[src/rtl/id_stage_fwd_pkg.sv]
// id_stage_fwd_pkg: shared constants, decode record and decode function for the ID stage
package id_stage_fwd_pkg;
  localparam int INST_ADDR_W = 32;
  localparam int INST_W = 64;
  localparam int ALUOP_W = 8;
  localparam int ALUSEL_W = 3;
  localparam logic [3:0] MEM_SREG = 4'h1;
  localparam logic [3:0] MEM_DREG = 4'h2;
  localparam logic [7:0] EXE_AND = 8'h24;
  localparam logic [7:0] EXE_OR = 8'h25;
  localparam logic [ALUOP_W-1:0] EXE_NOP_OP = 8'h00;
  localparam logic [ALUOP_W-1:0] EXE_AND_OP = 8'h24;
  localparam logic [ALUOP_W-1:0] EXE_OR_OP = 8'h25;
  localparam logic [ALUSEL_W-1:0] EXE_RES_NOP = 3'b000;
  localparam logic [ALUSEL_W-1:0] EXE_RES_LOGIC = 3'b001;
  localparam int NOP_REG_ADDR = 0;
  typedef struct packed {
    logic legal;
    logic rd1;
    logic rd2;
    logic sreg;
    logic wreg;
    logic [ALUOP_W-1:0] aluop;
    logic [ALUSEL_W-1:0] alusel;
  } dec_t;
  function automatic dec_t decode(logic [3:0] mem, logic [7:0] op);
    dec_t d;
    d.legal = (mem == MEM_SREG || mem == MEM_DREG) && (op == EXE_OR || op == EXE_AND);
    d.rd1 = d.legal;
    d.rd2 = d.legal && mem == MEM_DREG;
    d.sreg = d.legal && mem == MEM_SREG;
    d.wreg = d.legal;
    d.aluop = !d.legal ? EXE_NOP_OP : op == EXE_OR ? EXE_OR_OP : EXE_AND_OP;
    d.alusel = d.legal ? EXE_RES_LOGIC : EXE_RES_NOP;
    return d;
  endfunction
endpackage

[src/rtl/id_stage_fwd_if.sv]
// id_stage_fwd_if: IF/ID input handshake and registered ID/EX output bus; master = ID stage, slave = its surroundings
interface id_stage_fwd_if #(
  parameter int DATA_W = 32,
  parameter int REG_AW = 5
);
  import id_stage_fwd_pkg::*;
  logic in_valid;
  logic in_ready;
  logic [INST_ADDR_W-1:0] in_pc;
  logic [INST_W-1:0] inst;
  logic out_valid;
  logic out_ready;
  logic [INST_ADDR_W-1:0] pc;
  logic [ALUOP_W-1:0] aluop;
  logic [ALUSEL_W-1:0] alusel;
  logic [DATA_W-1:0] reg1;
  logic [DATA_W-1:0] reg2;
  logic [REG_AW-1:0] wd;
  logic wreg;
  logic illegal;
  modport master (
    input in_valid, in_pc, inst, out_ready,
    output in_ready, out_valid, pc, aluop, alusel, reg1, reg2, wd, wreg, illegal
  );
  modport slave (
    output in_valid, in_pc, inst, out_ready,
    input in_ready, out_valid, pc, aluop, alusel, reg1, reg2, wd, wreg, illegal
  );
endinterface

[src/rtl/id_stage_fwd_mux.sv]
// id_fwd_mux: one operand's prioritised forwarding mux (channel 0 youngest wins) plus its load-in-flight hit flag
module id_fwd_mux #(
  parameter int DATA_W = 32,
  parameter int REG_AW = 5,
  parameter int NUM_FWD = 2
) (
  input  logic                      rd,
  input  logic [REG_AW-1:0]         addr,
  input  logic [DATA_W-1:0]         rf_data,
  input  logic [DATA_W-1:0]         dflt,
  input  logic [NUM_FWD-1:0]        fwd_wreg,
  input  logic [NUM_FWD*REG_AW-1:0] fwd_wd,
  input  logic [NUM_FWD*DATA_W-1:0] fwd_wdata,
  input  logic [NUM_FWD-1:0]        fwd_load,
  output logic [DATA_W-1:0]         data,
  output logic                      load_hit
);
  logic [DATA_W-1:0] fdata;
  logic fload;
  logic fwd_ok;
  // walk oldest to youngest so the lowest matching index is the last writer
  always_comb begin
    fdata = rf_data;
    fload = 1'b0;
    for (int k = NUM_FWD - 1; k >= 0; k--)
      if (fwd_wreg[k] && fwd_wd[k*REG_AW +: REG_AW] == addr) begin
        fdata = fwd_wdata[k*DATA_W +: DATA_W];
        fload = fwd_load[k];
      end
  end
  assign fwd_ok = rd && addr != '0;
  assign data = !rd ? dflt : fwd_ok ? fdata : rf_data;
  assign load_hit = fwd_ok && fload;
endmodule

[src/rtl/id_stage_fwd.sv]
// id_stage_fwd: decode stage with forwarding, load-use bubble insertion and registered ID/EX output
// Ports: clk/rst (async active-high); bus = IF/ID in + ID/EX out handshake; reg*_addr/read/data = regfile;
//        fwd_* = per-channel forwarding (0 youngest); stall_cnt = saturating load-use stall count
module id_stage_fwd
  import id_stage_fwd_pkg::*;
#(
  parameter int DATA_W = 32,
  parameter int REG_AW = 5,
  parameter int NUM_FWD = 2,
  parameter int CNT_W = 16
) (
  input  logic                      clk,
  input  logic                      rst,
  id_stage_fwd_if.master            bus,
  output logic [REG_AW-1:0]         reg1_addr,
  output logic [REG_AW-1:0]         reg2_addr,
  output logic                      reg1_read,
  output logic                      reg2_read,
  input  logic [DATA_W-1:0]         reg1_data,
  input  logic [DATA_W-1:0]         reg2_data,
  input  logic [NUM_FWD-1:0]        fwd_wreg,
  input  logic [NUM_FWD*REG_AW-1:0] fwd_wd,
  input  logic [NUM_FWD*DATA_W-1:0] fwd_wdata,
  input  logic [NUM_FWD-1:0]        fwd_load,
  output logic [CNT_W-1:0]          stall_cnt
);
  dec_t dec;
  logic [DATA_W-1:0] imm, op1, op2;
  logic hit1, hit2, hz, adv;
  logic unused_bits;
  assign dec = decode(bus.inst[63:60], bus.inst[59:52]);
  assign imm = DATA_W'(bus.inst[41:10]);
  assign reg1_addr = REG_AW'(bus.inst[46:42]);
  assign reg2_addr = REG_AW'(bus.inst[41:37]);
  assign reg1_read = dec.rd1;
  assign reg2_read = dec.rd2;
  assign unused_bits = ^bus.inst[9:0];
  id_fwd_mux #(.DATA_W(DATA_W), .REG_AW(REG_AW), .NUM_FWD(NUM_FWD)) u_mux1 (
    .rd(dec.rd1), .addr(reg1_addr), .rf_data(reg1_data), .dflt('0),
    .fwd_wreg(fwd_wreg), .fwd_wd(fwd_wd), .fwd_wdata(fwd_wdata), .fwd_load(fwd_load),
    .data(op1), .load_hit(hit1)
  );
  id_fwd_mux #(.DATA_W(DATA_W), .REG_AW(REG_AW), .NUM_FWD(NUM_FWD)) u_mux2 (
    .rd(dec.rd2), .addr(reg2_addr), .rf_data(reg2_data), .dflt(dec.sreg ? imm : '0),
    .fwd_wreg(fwd_wreg), .fwd_wd(fwd_wd), .fwd_wdata(fwd_wdata), .fwd_load(fwd_load),
    .data(op2), .load_hit(hit2)
  );
  assign hz = bus.in_valid && (hit1 || hit2);
  assign adv = !bus.out_valid || bus.out_ready;
  assign bus.in_ready = adv && !hz;
  always_ff @(posedge clk or posedge rst) begin
    if (rst) begin
      bus.out_valid <= 1'b0;
      bus.pc <= '0;
      bus.aluop <= EXE_NOP_OP;
      bus.alusel <= EXE_RES_NOP;
      bus.reg1 <= '0;
      bus.reg2 <= '0;
      bus.wd <= REG_AW'(NOP_REG_ADDR);
      bus.wreg <= 1'b0;
      bus.illegal <= 1'b0;
      stall_cnt <= '0;
    end else begin
      if (adv) begin
        if (hz) begin
          bus.out_valid <= 1'b0;
          bus.wreg <= 1'b0;
          bus.aluop <= EXE_NOP_OP;
        end else if (bus.in_valid) begin
          bus.out_valid <= 1'b1;
          bus.pc <= bus.in_pc;
          bus.aluop <= dec.aluop;
          bus.alusel <= dec.alusel;
          bus.reg1 <= op1;
          bus.reg2 <= op2;
          bus.wd <= dec.legal ? REG_AW'(bus.inst[51:47]) : REG_AW'(NOP_REG_ADDR);
          bus.wreg <= dec.wreg;
          bus.illegal <= !dec.legal;
        end else
          bus.out_valid <= 1'b0;
      end
      if (hz && adv && stall_cnt != '1)
        stall_cnt <= stall_cnt + CNT_W'(1);
    end
  end
endmodule

[src/flat_wrapper.sv]
// flat-port wrapper written by rule: the top's interface ports become plain ports
module id_stage_fwd_flat import id_stage_fwd_pkg::*;
#(
  parameter int DATA_W = 32,
  parameter int REG_AW = 5,
  parameter int NUM_FWD = 2,
  parameter int CNT_W = 16
)
  (clk, rst, reg1_addr, reg2_addr, reg1_read, reg2_read, reg1_data, reg2_data, fwd_wreg, fwd_wd, fwd_wdata, fwd_load, stall_cnt, bus_in_valid, bus_in_pc, bus_inst, bus_out_ready, bus_in_ready, bus_out_valid, bus_pc, bus_aluop, bus_alusel, bus_reg1, bus_reg2, bus_wd, bus_wreg, bus_illegal);
  id_stage_fwd_if #(.DATA_W(DATA_W), .REG_AW(REG_AW)) bus_i ();
  input  logic clk;
  input  logic rst;
  output logic [REG_AW-1:0] reg1_addr;
  output logic [REG_AW-1:0] reg2_addr;
  output logic reg1_read;
  output logic reg2_read;
  input  logic [DATA_W-1:0] reg1_data;
  input  logic [DATA_W-1:0] reg2_data;
  input  logic [NUM_FWD-1:0] fwd_wreg;
  input  logic [NUM_FWD*REG_AW-1:0] fwd_wd;
  input  logic [NUM_FWD*DATA_W-1:0] fwd_wdata;
  input  logic [NUM_FWD-1:0] fwd_load;
  output logic [CNT_W-1:0] stall_cnt;
  input wire logic [$bits(bus_i.in_valid)-1:0] bus_in_valid;
  input wire logic [$bits(bus_i.in_pc)-1:0] bus_in_pc;
  input wire logic [$bits(bus_i.inst)-1:0] bus_inst;
  input wire logic [$bits(bus_i.out_ready)-1:0] bus_out_ready;
  output wire logic [$bits(bus_i.in_ready)-1:0] bus_in_ready;
  output wire logic [$bits(bus_i.out_valid)-1:0] bus_out_valid;
  output wire logic [$bits(bus_i.pc)-1:0] bus_pc;
  output wire logic [$bits(bus_i.aluop)-1:0] bus_aluop;
  output wire logic [$bits(bus_i.alusel)-1:0] bus_alusel;
  output wire logic [$bits(bus_i.reg1)-1:0] bus_reg1;
  output wire logic [$bits(bus_i.reg2)-1:0] bus_reg2;
  output wire logic [$bits(bus_i.wd)-1:0] bus_wd;
  output wire logic [$bits(bus_i.wreg)-1:0] bus_wreg;
  output wire logic [$bits(bus_i.illegal)-1:0] bus_illegal;
  assign bus_i.in_valid = bus_in_valid;
  assign bus_i.in_pc = bus_in_pc;
  assign bus_i.inst = bus_inst;
  assign bus_i.out_ready = bus_out_ready;
  assign bus_in_ready = bus_i.in_ready;
  assign bus_out_valid = bus_i.out_valid;
  assign bus_pc = bus_i.pc;
  assign bus_aluop = bus_i.aluop;
  assign bus_alusel = bus_i.alusel;
  assign bus_reg1 = bus_i.reg1;
  assign bus_reg2 = bus_i.reg2;
  assign bus_wd = bus_i.wd;
  assign bus_wreg = bus_i.wreg;
  assign bus_illegal = bus_i.illegal;
  id_stage_fwd #(.DATA_W(DATA_W), .REG_AW(REG_AW), .NUM_FWD(NUM_FWD), .CNT_W(CNT_W)) u_core (.clk(clk), .rst(rst), .bus(bus_i), .reg1_addr(reg1_addr), .reg2_addr(reg2_addr), .reg1_read(reg1_read), .reg2_read(reg2_read), .reg1_data(reg1_data), .reg2_data(reg2_data), .fwd_wreg(fwd_wreg), .fwd_wd(fwd_wd), .fwd_wdata(fwd_wdata), .fwd_load(fwd_load), .stall_cnt(stall_cnt));
endmodule
[config.mk]
export PLATFORM = sky130hd
export DESIGN_NAME = id_stage_fwd_flat
export DESIGN_NICKNAME = d
export VERILOG_FILES = /design/src/rtl/id_stage_fwd_pkg.sv /design/src/rtl/id_stage_fwd_if.sv /design/src/rtl/id_stage_fwd_mux.sv /design/src/rtl/id_stage_fwd.sv /design/src/flat_wrapper.sv
export SDC_FILE = /design/constraint.sdc
export NUM_CORES = 1
export LEC_CHECK = 0
export BUFFER_PORTS_ARGS = -buffer_cell sky130_fd_sc_hd__buf_2
export CAP_MARGIN = 20
export CORE_AREA = 2 2 150 152
export CTS_CLUSTER_DIAMETER = 200
export DETAILED_ROUTE_END_ITERATION = 10
export DIE_AREA = 0 0 152 154
export PLACE_DENSITY = 0.68
export RECOVER_POWER = 25
export SYNTH_ARGS = -nofsm -noshare
export SYNTH_HDL_FRONTEND = slang
export SYNTH_HIERARCHICAL = 1
export SYNTH_SLANG_ARGS = --single-unit
[constraint.sdc]
create_clock -name clk -period 8.4 [get_ports clk]
set_input_delay 1.26 -clock clk [delete_from_list [all_inputs] [get_ports clk]]
set_output_delay 1.26 -clock clk [all_outputs]
set_load 0.01 [all_outputs]
==> impl_results.md <==
* Pre-CTS setup slack at about 3.0 ns
* Peak supply drop at between 100 and 150 uV
* Post-route insts no fill at about 1,400
* Final Hold Viols at 0
* GR Overflow Total at 0
* Reg-to-reg endpoint: u_core/bus.pc[16]
* Core box area at ~22,000 um2
* Count leader, synth: dfrtp_1
* Final setup vio count at 0
* Number of synthesized flops with an enable pin at 0
* Critical path launch point type: input port
* Dpl cell area at a little over 10,000 um2
* Async SR Flop Fraction at 100.0%
* Crit-path max FO at 35
* Fin crit share at between 50% and 60%
* Slew @ Worst Pin at between 2 and 2.5 ns
* Main synth FF type: dfrtp_1
* DR vias at roughly 7,300
* Routed Antenna Nets at 0
* Design area at about 11,000 um2
* Comb pwr share at 16.3%
* Sw Ratio at ~27%
* Setup crit end: bus_in_ready
* FMAX at between 150 and 200 MHz
* Yosys reg bits at around 120
* Clk sink count at 122
* Commonest cells post-synth: 122 x dfrtp_1, 101 x mux2_2, 69 x inv_1
* Critical path origin: bus_inst[53]
* Worst hold path type: flop to flop
* Port bufs at 368
* Area Growth Syn to Fin at 30.17%
* Met3 GRT Util at roughly 6.0%
* Largest net degree at the start of global routing at between 70 and 80
* H-tree depth at 4
* CTS tree: done
* Crit path kind: input port to primary output
* Failing checks: max-capacitance violations, max-slew violations
* Clk_lat worst skew at between 0.4 and 0.5 ns
* Clock power share at a little under half
* GRT Util Overall at 22.81%
* Post-synth top area cell: dfrtp_1
* # DRC at 0
* Int Power at around 1.3 mW
* Die area at 23,410 um2
* CP max stage cell: buf_4
* Critical path, cell by cell: buf_2, nor3b_1, nand4b_1, nor3b_2, buf_4, nor2b_1, a21boi_0, or2_2, a21boi_0, buf_2
* Yosys cell types at 47
* Die H at approximately 150 um
* Chip width at between 150 and 200 um
* Global-route met2 utilization at ~40%
* CTS clk-pin slew, worst paths at about 0.060 ns
* Total power at 1.756 mW
* RSZ-0062 raised after global routing: false
* Setup crit end kind: primary output
* Reg2Reg Setup Slack at 5.92 ns
* First-pass GRT wire length at between 40,000 and 50,000 um
* Flop pwr share at a little under two fifths
* Fin Hold WS at between 0.4 and 0.5 ns
* Synth Area per Inst at 10.74 um2
* Placed cell count at 1,403
* Vias in the first global route at ~7,600
* DP HPWL at ~19,000 um
* Post-synthesis sequential area ratio at a little over a third
* Cts repair resizes at 0
* Root buffer cell: clkbuf_16
* Period minus WS final at roughly 5.0 ns
* Max-Cap Viols at 1
* Worst reg2reg path depth at 4
* Num ports at roughly 390
* Layout Utilization at about half
* # Post-CTS Setup Buffers at 0
* Worst endpoint data arrival time at between 3 and 4 ns
* Hold_buf cts at 0
* Row cnt at 54
* Longest Clk Path Bufs at 2
* CTS Buf Count at 17
* First-pass DRT Iterations at 5
* Clk_skew at 0.007143 ns
* GPL Wtd Cong at 0.8993
* Gr busiest metal: met2
* Fin. max-slew vios at 53
* Layout cell share with drive strength beyond 1 at approximately 48%
* P_sw at approximately 0.48 mW
* Synth warn at 6
* PD cells at about 160 nW/um2
* Post-layout worst setup margin at between 3 and 4 ns
* Synth Instances at just under 800
* Initial antenna violation count at 2
* Synth top area share at approximately 37%
* Final wirelength at about 27,000 um
* Routing usage on met1 at 27.34%
* Starting Density at a little under two fifths
* Critical Path RT at approximately 7 ns
* Via density per instance at 5.078
* Mapped Area at 8327 um2
* Setup Total Neg Slack at 0 ns
* Final nets at approximately 1,400
* Leak at around 5.3 nW
* Reg2reg start: u_core/bus.out_valid
* Top post-synthesis cells by area: dfrtp_1 37%, mux2_2 14%, o221ai_2 7.9%
* Routed len/inst at 19.00 um
* Status: finished with violations
* 1st-iter DRT viols at roughly 330
* Max incr delay on CP at around 0.47 ns
* Slew HR at -49.55%
==> layer usage <==
metal,vias up,routed length (um)
li1,3443,-
met1,3509,11010
met2,307,13730
met3,34,2037
met4,4,497
met5,-,27
==> final cells by class <==
type / count / area [um2]
sequential: 122 / 3053
clock buffer: 17 / 425.4
timing repair buffer: 379 / 1888
antenna: 1 / 2.502
fill: 2035 / 10850
inverter: 69 / 260.3
tap: 280 / 350.3
multi-input combinational: 554 / 4646
clock inverter: 15 / 214.0
==> cell usage in the layout (no fill, tap or decap), types with 39 or more instances in the layout <==
master,n
conb_1,39
o221ai_2,44
nor2b_1,66
buf_2,323
mux2i_1,65
dfrtp_1,122
clkbuf_1,45
a21oi_1,66
mux2_2,101
inv_1,68
==> worst min-delay path by stage <==
stage                               from                   end  cells after the start
CTS                 u_core/bus.alusel[0]  u_core/bus.alusel[0]                      1
global placement    u_core/bus.alusel[0]  u_core/bus.alusel[0]                      1
floorplan           u_core/bus.alusel[0]  u_core/bus.alusel[0]                      1
detailed placement  u_core/bus.alusel[0]  u_core/bus.alusel[0]                      1
finish              u_core/bus.alusel[0]  u_core/bus.alusel[0]                      1
global route           u_core/bus.pc[28]     u_core/bus.pc[28]                      1
==> cell families (layout without fill, tap and decap cells) <==
kind of cell    Yosys count  count (layout)  share of synthesized area (%)
mux                     166             166                          21.47
compound gates          142             142                          15.16
other cells               1              40                        0.04504
xor+xnor                 31              31                          3.261
simple gates            175             175                          13.60
flops                   122             122                          36.66
buf+inv                 137             480                          9.647
fa+ha+maj                 1               1                         0.1502
==> registers in the layout (all words and copies together) (netlist names) <==
signal / count
u_core/bus.reg2: 32
u_core/bus.pc: 32
u_core/bus.alusel: 1
u_core/bus.aluop: 2
u_core/bus.reg1: 32
u_core/stall_cnt: 16
u_core/bus.illegal: 1
u_core/bus.out_valid: 1
u_core/bus.wd: 5
==> worst max-delay path: cells and delay by family <==
family	cells	cell delay (ns)
buffers and inverters	3	0.73
and+or+nand+nor	5	1.37
AOI/OAI and AO/OA	2	0.38
==> power by group through the flow <==
stage          clock, mW  combinational [mW]  sequential, mW
2_1_floorplan          0               0.133           0.688
3_3_place_gp           0               0.290           0.665
3_5_place_dp           0               0.294           0.667
4_1_cts            0.835               0.295           0.657
5_1_grt            0.861               0.313           0.663
6_report           0.812               0.286           0.658
(Power assumes the default switching activity.)
